===== src/rtl/bubble_sort_engine.sv =====
`default_nettype none
// ============================================================================
// Module      : bubble_sort_engine
// Description : In-place bubble sort of an external word-addressed memory
//               through a single read/write request port with a
//               mem_ready handshake. Exits early on a pass with no swaps.
// Revision    : 1.0 - initial release
// ============================================================================
module bubble_sort_engine #(
    parameter int DATA_W = 8,
    parameter int DEPTH  = 16,
    parameter int ADDR_W = $clog2(DEPTH)
) (
    input  logic              clk,
    input  logic              rst,
    input  logic              start_i,
    input  logic              desc_i,
    output logic [ADDR_W-1:0] mem_addr_o,
    output logic              mem_rd_o,
    output logic              mem_wr_o,
    output logic [DATA_W-1:0] mem_wdata_o,
    input  logic [DATA_W-1:0] mem_rdata_i,
    input  logic              mem_ready_i,
    output logic              busy_o,
    output logic              done_o,
    output logic [15:0]       swap_count_o
);

    localparam logic [ADDR_W-1:0] C_LAST = ADDR_W'(DEPTH - 1);
    localparam logic [ADDR_W-1:0] C_ONE  = ADDR_W'(1);

    typedef enum logic [2:0] {
        S_IDLE = 3'd0,
        S_RD_A = 3'd1,
        S_RD_B = 3'd2,
        S_CMP  = 3'd3,
        S_WR_A = 3'd4,
        S_WR_B = 3'd5,
        S_NEXT = 3'd6,
        S_DONE = 3'd7
    } state_t;

    state_t              state_q;
    logic [ADDR_W-1:0]   idx_q;          // left element of the current pair
    logic [ADDR_W-1:0]   lim_q;          // pairs with idx+1 < lim remain in this pass
    logic                swapped_q;      // any swap seen in the current pass
    logic                desc_q;
    logic [DATA_W-1:0]   a_q;
    logic [DATA_W-1:0]   b_q;
    logic [ADDR_W-1:0]   mem_addr_q;
    logic                mem_rd_q;
    logic                mem_wr_q;
    logic [DATA_W-1:0]   mem_wdata_q;
    logic                busy_q;
    logic                done_q;
    logic [15:0]         swap_count_q;

    logic [ADDR_W-1:0]   idx_inc_d;
    logic                swap_needed_d;
    logic [15:0]         swap_count_d;

    // idx never exceeds DEPTH-2, so idx+1 always fits in ADDR_W bits
    assign idx_inc_d     = idx_q + C_ONE;
    // Equal elements never swap, which keeps the sort stable
    assign swap_needed_d = desc_q ? (a_q < b_q) : (a_q > b_q);
    assign swap_count_d  = (swap_count_q == 16'hFFFF) ? swap_count_q
                                                      : swap_count_q + 16'd1;

    // Sort sequencer with registered memory-request and status outputs
    always_ff @(posedge clk or posedge rst) begin
        if (rst) begin
            state_q      <= S_IDLE;
            idx_q        <= '0;
            lim_q        <= C_LAST;
            swapped_q    <= 1'b0;
            desc_q       <= 1'b0;
            a_q          <= '0;
            b_q          <= '0;
            mem_addr_q   <= '0;
            mem_rd_q     <= 1'b0;
            mem_wr_q     <= 1'b0;
            mem_wdata_q  <= '0;
            busy_q       <= 1'b0;
            done_q       <= 1'b0;
            swap_count_q <= '0;
        end else begin
            done_q <= 1'b0;
            unique case (state_q)
                S_IDLE: begin
                    if (start_i) begin
                        state_q      <= S_RD_A;
                        idx_q        <= '0;
                        lim_q        <= C_LAST;
                        swapped_q    <= 1'b0;
                        swap_count_q <= '0;
                        desc_q       <= desc_i;
                        busy_q       <= 1'b1;
                        mem_rd_q     <= 1'b1;
                        mem_addr_q   <= '0;
                    end
                end
                S_RD_A: begin
                    if (mem_ready_i) begin
                        a_q        <= mem_rdata_i;
                        mem_addr_q <= idx_inc_d;
                        state_q    <= S_RD_B;
                    end
                end
                S_RD_B: begin
                    if (mem_ready_i) begin
                        b_q      <= mem_rdata_i;
                        mem_rd_q <= 1'b0;
                        state_q  <= S_CMP;
                    end
                end
                S_CMP: begin
                    if (swap_needed_d) begin
                        mem_wr_q    <= 1'b1;
                        mem_addr_q  <= idx_q;
                        mem_wdata_q <= b_q;
                        state_q     <= S_WR_A;
                    end else begin
                        state_q <= S_NEXT;
                    end
                end
                S_WR_A: begin
                    if (mem_ready_i) begin
                        mem_addr_q  <= idx_inc_d;
                        mem_wdata_q <= a_q;
                        state_q     <= S_WR_B;
                    end
                end
                S_WR_B: begin
                    if (mem_ready_i) begin
                        mem_wr_q     <= 1'b0;
                        swapped_q    <= 1'b1;
                        swap_count_q <= swap_count_d;
                        state_q      <= S_NEXT;
                    end
                end
                S_NEXT: begin
                    if (idx_inc_d < lim_q) begin
                        idx_q      <= idx_inc_d;
                        mem_rd_q   <= 1'b1;
                        mem_addr_q <= idx_inc_d;
                        state_q    <= S_RD_A;
                    end else if (!swapped_q || (lim_q == C_ONE)) begin
                        done_q  <= 1'b1;
                        state_q <= S_DONE;
                    end else begin
                        lim_q      <= lim_q - C_ONE;
                        idx_q      <= '0;
                        swapped_q  <= 1'b0;
                        mem_rd_q   <= 1'b1;
                        mem_addr_q <= '0;
                        state_q    <= S_RD_A;
                    end
                end
                S_DONE: begin
                    busy_q  <= 1'b0;
                    state_q <= S_IDLE;
                end
                default: state_q <= S_IDLE;
            endcase
        end
    end

    assign mem_addr_o   = mem_addr_q;
    assign mem_rd_o     = mem_rd_q;
    assign mem_wr_o     = mem_wr_q;
    assign mem_wdata_o  = mem_wdata_q;
    assign busy_o       = busy_q;
    assign done_o       = done_q;
    assign swap_count_o = swap_count_q;

endmodule
`default_nettype wire


===== config.mk =====
export PLATFORM = sky130hd
export DESIGN_NAME = bubble_sort_engine
export DESIGN_NICKNAME = d
export VERILOG_FILES = /design/src/rtl/bubble_sort_engine.sv
export SDC_FILE = /design/constraint.sdc
export NUM_CORES = 1
export LEC_CHECK = 0
export CORE_MARGIN = 4
export CORE_UTILIZATION = 35
export CTS_BUF_LIST = sky130_fd_sc_hd__clkbuf_4 sky130_fd_sc_hd__clkbuf_8 sky130_fd_sc_hd__clkbuf_16
export DETAILED_ROUTE_END_ITERATION = 8
export DONT_BUFFER_PORTS = 1
export REMOVE_ABC_BUFFERS = 1
export SKIP_LAST_GASP = 1
export SYNTH_ARGS = -nofsm -noshare
export SYNTH_HDL_FRONTEND = slang
export SYNTH_SLANG_ARGS = --single-unit
export TNS_END_PERCENT = 1

===== constraint.sdc =====
create_clock -name clk -period 3.75 [get_ports clk]
set_clock_uncertainty 0.15 [all_clocks]
set_input_delay 0.375 -clock clk [delete_from_list [all_inputs] [get_ports clk]]
set_output_delay 0.375 -clock clk [all_outputs]
set_load 0.05 [all_outputs]

## Word-level counts from Yosys, hierarchy flattened

Cells that the tools add are included.

| word-level totals | value |
|---|---|
| register bits after elaboration | 61 |
| output and inout bits | 32 |
| word-level logic and storage cells | 109 |

| cells by class | value |
|---|---|
| add/sub/neg operators | 3 |
| order comparisons | 3 |
| equal/unequal tests | 20 |
| mux-type cells | 44 |
| reduce and logical (&&, ||, !) cells | 25 |

Operator list:

| cell | number |
|---|---|
| $mux 16 | 3 |
| $mux 4 | 8 |
| $pmux 16 s2 | 1 |
| $pmux 3 s8 | 1 |
| $mux 3 | 7 |
| $ne 2x2->1 const B | 9 |
| $add 16x1->16 const B | 1 |
| $eq 16x16->1 const B | 1 |
| $mux 8 | 2 |
| $pmux 4 s2 | 2 |
| $pmux 4 s4 | 1 |
| $pmux 8 s2 | 1 |
| $reduce_and 5->1 | 3 |
| $mux 1 | 13 |
| $eq 3x3->1 const B | 4 |
| $reduce_and 4->1 | 3 |
| $reduce_bool 2->1 | 5 |
| $reduce_and 3->1 | 3 |
| $gt 8x8->1 | 1 |
| $lt 8x8->1 | 1 |
| $reduce_and 2->1 | 4 |
| $eq 3x2->1 const B | 2 |
| $pmux 1 s3 | 2 |
| $reduce_bool 3->1 | 2 |
| 14 further kinds | 15 |

## Depth between registers and ports, before layout

| logic depth | value |
|---|---|
| depth in word-level cells | 5 |
| depth in mapped cells | 10 |

## Worst setup path before layout

OpenSTA, ideal clock, no wires.

| timing path | value |
|---|---|
| path kind | register to register |
| from | register idx_q[0] |
| to | register mem_addr_q[0] (netlist: mem_addr_o[0]) |
| arrival time | 2.355 ns |
| data required time | 3.475 ns |
| setup slack | 1.120 ns |
| stages on the path, launching flop included | 9 |
| clock period less this slack | 2.630 ns |
| cell sequence | dfrtp_1 -> ha_1 -> ha_1 -> a21bo_2 -> a211oi_2 -> nand2b_1 -> nand3_1 -> o31ai_1 -> mux2_2 |

| on the way | value |
|---|---|
| cells in the longest elaborated chain, start to end | 4 |

Ends and longest elaborated chain:

| what | RTL line | text |
|---|---|---|
| from (decl) | 44 | `logic [ADDR_W-1:0] idx_q;` |
| from (signal assigned) | 143 | `idx_q <= idx_inc_d;` |
| $add 4x1->4 | 63 | `assign idx_inc_d = idx_q + C_ONE;` |
| $lt 4x4->1 | 142 | `if (idx_inc_d < lim_q) begin` |
| $ne 3x3->1 (no source line) / $mux 4 (equally long branches) | -- |  |
| $reduce_and 5->1 (no source line) / $pmux 4 s4 (equally long branches) | -- |  |
| to (signal assigned) | 105 | `mem_addr_q <= idx_inc_d;` |
| to (signal assigned) | 128 | `mem_addr_q <= idx_inc_d;` |
| to (signal assigned) | 145 | `mem_addr_q <= idx_inc_d;` |
| to (decl) | 50 | `logic [ADDR_W-1:0] mem_addr_q;` |

Parallel ways exist; a longest one is shown, timed or not. The select of a mux whose other input is x is not followed.
A chain may end at the register's enable or synchronous reset.

## Worst setup path in the final report

| timing path | value |
|---|---|
| from | register idx_q[0] |
| to | register mem_addr_q[1] (netlist: mem_addr_o[1]) |

| on the way | value |
|---|---|
| cells in the longest elaborated chain, start to end | 4 |

Ends and longest elaborated chain:

| what | RTL line |
|---|---|
| $add 4x1->4 (*) | 63 |
| $lt 4x4->1 | 142 |
| $ne 3x3->1 (no source line) / $mux 4 (equally long branches) | -- |
| $reduce_and 5->1 (no source line) / $pmux 4 s4 (equally long branches) | -- |

Every way passes the cells marked *; elsewhere a longest branch is shown, timed or not. The select of a mux whose other input is x is not followed.

==> results.json <==
{
  "grt_max_degree": 39,
  "synthToLayoutAreaGrowth_pct": 13.7,
  "vias": 2537,
  "met2_length_um": 3600,
  "ys_warn_count": 0,
  "synth-edff-count": 0,
  "synth.avg_cell_area_um2": 9.67,
  "holdPathStages": 2,
  "critPathKind": "reg -> reg",
  "synthCells": 344,
  "drive_above_1_share_pct": 17.3,
  "path_cells": "ha_1, ha_1, a21bo_2, a211oi_2, nand2b_1, nand3_1, o31ai_1, mux2_2",
  "ff2ff_setup_slack_ns": 0.87,
  "io_pins": 45,
  "fin_util_pct": 40.9,
  "min-delay-start": "mem_rdata_i[7]",
  "r2r_end": "mem_addr_o[1]$_DFFE_PP0P_",
  "viasPerCell": 5.20,
  "synth-async-reset-ratio_pct": 100,
  "grtUsageTotal_pct": 14.0,
  "post-route-period-util_pct": 76.7,
  "synth_top_flop_cell": "dfrtp_1",
  "coreArea_mm2": 0.00924,
  "required_ns": 3.82,
  "rsz0062_at_grt": "false",
  "grt_overflow": 0,
  "postLayoutCellArea_mm2": 0.00378,
  "finalWeightedCongestion": 0.835,
  "grt_pass1_vias": 2450,
  "clk_path_buf_depth": 2,
  "cp-end-kind": "register",
  "firstDrtPassIters": 4,
  "n_antenna_cell": 0,
  "die_w_um": 105,
  "ys_ff_latch": 61,
  "finalSetupTns_ns": 0,
  "vdd_drop_max_mv": 0.437,
  "portBuffers": 0,
  "r2r_start": "idx_q[0]$_DFFE_PP0P_",
  "start_kind": "register",
  "routed.top_layer": "met4",
  "slew_violations": 0,
  "initial_utilization_pct": 36.0,
  "place_inst": 467,
  "wl_met1_um": 3480,
  "numClockSinks": 61,
  "maxCapViolations": 0,
  "crit_path_frequent_cell": "ha_1",
  "fp.dieArea_mm2": 0.0111,
  "final_nets": 382,
  "die_h_um": 105,
  "rows": 35,
  "setup_viol": 0,
  "clk_pin_slew_worst_paths_ns": 0.07,
  "antenna_found_initial": 0,
  "register_area_mm2": 0.00153,
  "cts-buffers-inserted": 9,
  "drc": 0,
  "fmax_mhz": 348,
  "relSlewSlack_pct": 47.4,
  "routed_wl_um": 7500,
  "dr_wl_met3_um": 339,
  "insertion_delay_ns": 0.34,
  "syn_area_mm2": 0.00333,
  "detailed_place_hpwl_um": 5150,
  "postPlaceCellArea_mm2": 0.00348,
  "cts_setup_buffers": 0,
  "min_period_ns": 2.88,
  "synthDistinctLibCells": 54,
  "cp.arrival_ns": 2.95,
  "grt_pass1_wl_um": 12500,
  "final-hold-violation-count": 0,
  "status": "finished clean",
  "fill_cells": 913,
  "multi_input_area_mm2": 0.00164,
  "crit_fanout": 7,
  "cts_tree": "done",
  "r2r.worst_path.cells": 8,
  "clockRootBuffer": "clkbuf_8",
  "whs_endpoint": "b_q[7]$_DFFE_PP0P_",
  "stdcell_count": 488,
  "cts_htree_levels": 3,
  "ys_seq_area_share_pct": 46.0,
  "tightest_slew_ns": 0.788,
  "leakage_uw": 0.00171,
  "cp_slowest_stage_delay_ns": 0.44,
  "wl_per_cell_um": 15.4,
  "cp_slowest_cell": "dfrtp_1",
  "drtIter0Drc": 99,
  "power.density_mw_per_mm2": 867,
  "hold_class": "in -> reg",
  "ant_nets": 0
}
==> power breakdown <==
part           switching [uW]  leakage [uW]  internal, uW  total (uW)
logic                     633      0.000813           507        1140
clock network             268      0.000127           474         743
registers                 503      0.000769           893        1400
total                    1400       0.00171          1870        3280
==> metrics by stage <==
stage                     hold WS, ns  setup slack [ns]  power (uW)
final                          0.0168             0.873        3280
after global routing           0.0140             0.670        3530
after CTS                     0.00205             0.877        3320
after detailed placement        0.310             0.883        2560
after global placement          0.297             0.949        2520
after floorplan                 0.312              1.12        2240
==> synthesized netlist by cell type, types with 2 or more instances <==
| master | n | share of area, % |
|---|---|---|
| a32o_1 | 2 | 0.60 |
| o31ai_1 | 3 | 0.68 |
| mux2_2 | 22 | 7.4 |
| nand4_1 | 9 | 1.7 |
| o21a_1 | 2 | 0.45 |
| o21ai_0 | 34 | 5.1 |
| buf_2 | 4 | 0.60 |
| nor3b_1 | 2 | 0.45 |
| o211ai_1 | 3 | 0.68 |
| a31oi_1 | 4 | 0.75 |
| nor2_1 | 27 | 3.0 |
| and3_1 | 5 | 0.94 |
| nand2_1 | 39 | 4.4 |
| xor2_1 | 11 | 2.9 |
| dfrtp_1 | 57 | 43 |
| a21o_1 | 3 | 0.68 |
| clkbuf_1 | 8 | 0.90 |
| dfstp_2 | 4 | 3.2 |
| nand3_1 | 10 | 1.5 |
| inv_1 | 21 | 2.4 |
| a21oi_1 | 14 | 2.1 |
| ha_1 | 15 | 5.6 |
| nand2b_1 | 4 | 0.75 |
| xnor2_1 | 3 | 0.79 |
| nor3_1 | 9 | 1.4 |
==> how the worst max path moves through the flow <==
stage / to / startpoint / cells after the start / slack (ns)
6_report: mem_addr_o[1]$_DFFE_PP0P_ / idx_q[0]$_DFFE_PP0P_ / 8 / 0.87
5_1_grt: mem_addr_o[1]$_DFFE_PP0P_ / idx_q[0]$_DFFE_PP0P_ / 8 / 0.67
4_1_cts: mem_addr_o[1]$_DFFE_PP0P_ / idx_q[0]$_DFFE_PP0P_ / 8 / 0.88
3_5_place_dp: mem_addr_o[0]$_DFFE_PP0P_ / idx_q[0]$_DFFE_PP0P_ / 8 / 0.88
3_3_place_gp: mem_addr_o[1]$_DFFE_PP0P_ / idx_q[0]$_DFFE_PP0P_ / 8 / 0.95
2_1_floorplan: mem_addr_o[0]$_DFFE_PP0P_ / idx_q[0]$_DFFE_PP0P_ / 8 / 1.12
==> cell type report <==
| class | count | area share, % |
|---|---|---|
| Clock buffer | 12 | 4.04 |
| Clock inverter | 4 | 2.51 |
| Inverter | 21 | 2.08 |
| Multi-Input combinational cell | 247 | 43.5 |
| Sequential cell | 61 | 40.5 |
| Tap cell | 129 | 4.27 |
| Timing Repair Buffer | 14 | 3.11 |
==> kinds of logic (layout without fill, tap and decap cells) <==
family	after synthesis	in the layout	share of synthesized area (%)
buffers and inverters	36	51	4.55
AO/OA/AOI/OAI	79	79	15.3
adder cells (fa/ha/maj)	15	15	5.64
flip-flops	61	61	46.0
XOR/XNOR	14	14	3.69
multiplexers	23	23	7.75
AND/OR/NAND/NOR	116	116	17.1
==> layer usage <==
layer  track usage [%]  vias up
met2              22.5       47
met4              5.83        0
met3              2.82        7
met1              18.3     1242
met5                 0        -
li1                  -     1241
==> flip-flops by register name, indices dropped and copies added (netlist names) <==
name,flops
swap_count_o,16
a_q,8
b_q,8
mem_wdata_o,8
idx_q,4
lim_q,4
mem_addr_o,4
state_q,3
busy_o,1
desc_q,1
done_o,1
mem_rd_o,1
mem_wr_o,1
swapped_q,1
==> cells in the final DEF (no fill, tap or decap), drive strengths merged, types with 10 or more instances in the layout <==
master / n
dfrtp: 57
nand2: 39
o21ai: 35
nor2: 27
mux2: 22
inv: 21
ha: 15
a21oi: 15
clkbuf: 12
xor2: 11
nand3: 10
==> worst max-delay path: cells and delay by family (launching register included) <==
kind                       cells  cell delay, ns
DFF                            1            0.44
adders and majority gates      2            0.65
AOI/OAI and AO/OA              3            0.75
muxes                          1            0.40
and+or+nand+nor                2            0.37
==> what timing repair did <==
item	4_1_cts	5_1_grt
resized for setup	0	0
endpoints found under the hold margin	37	0
hold buffers	5	0
(Power assumes the default switching activity.)
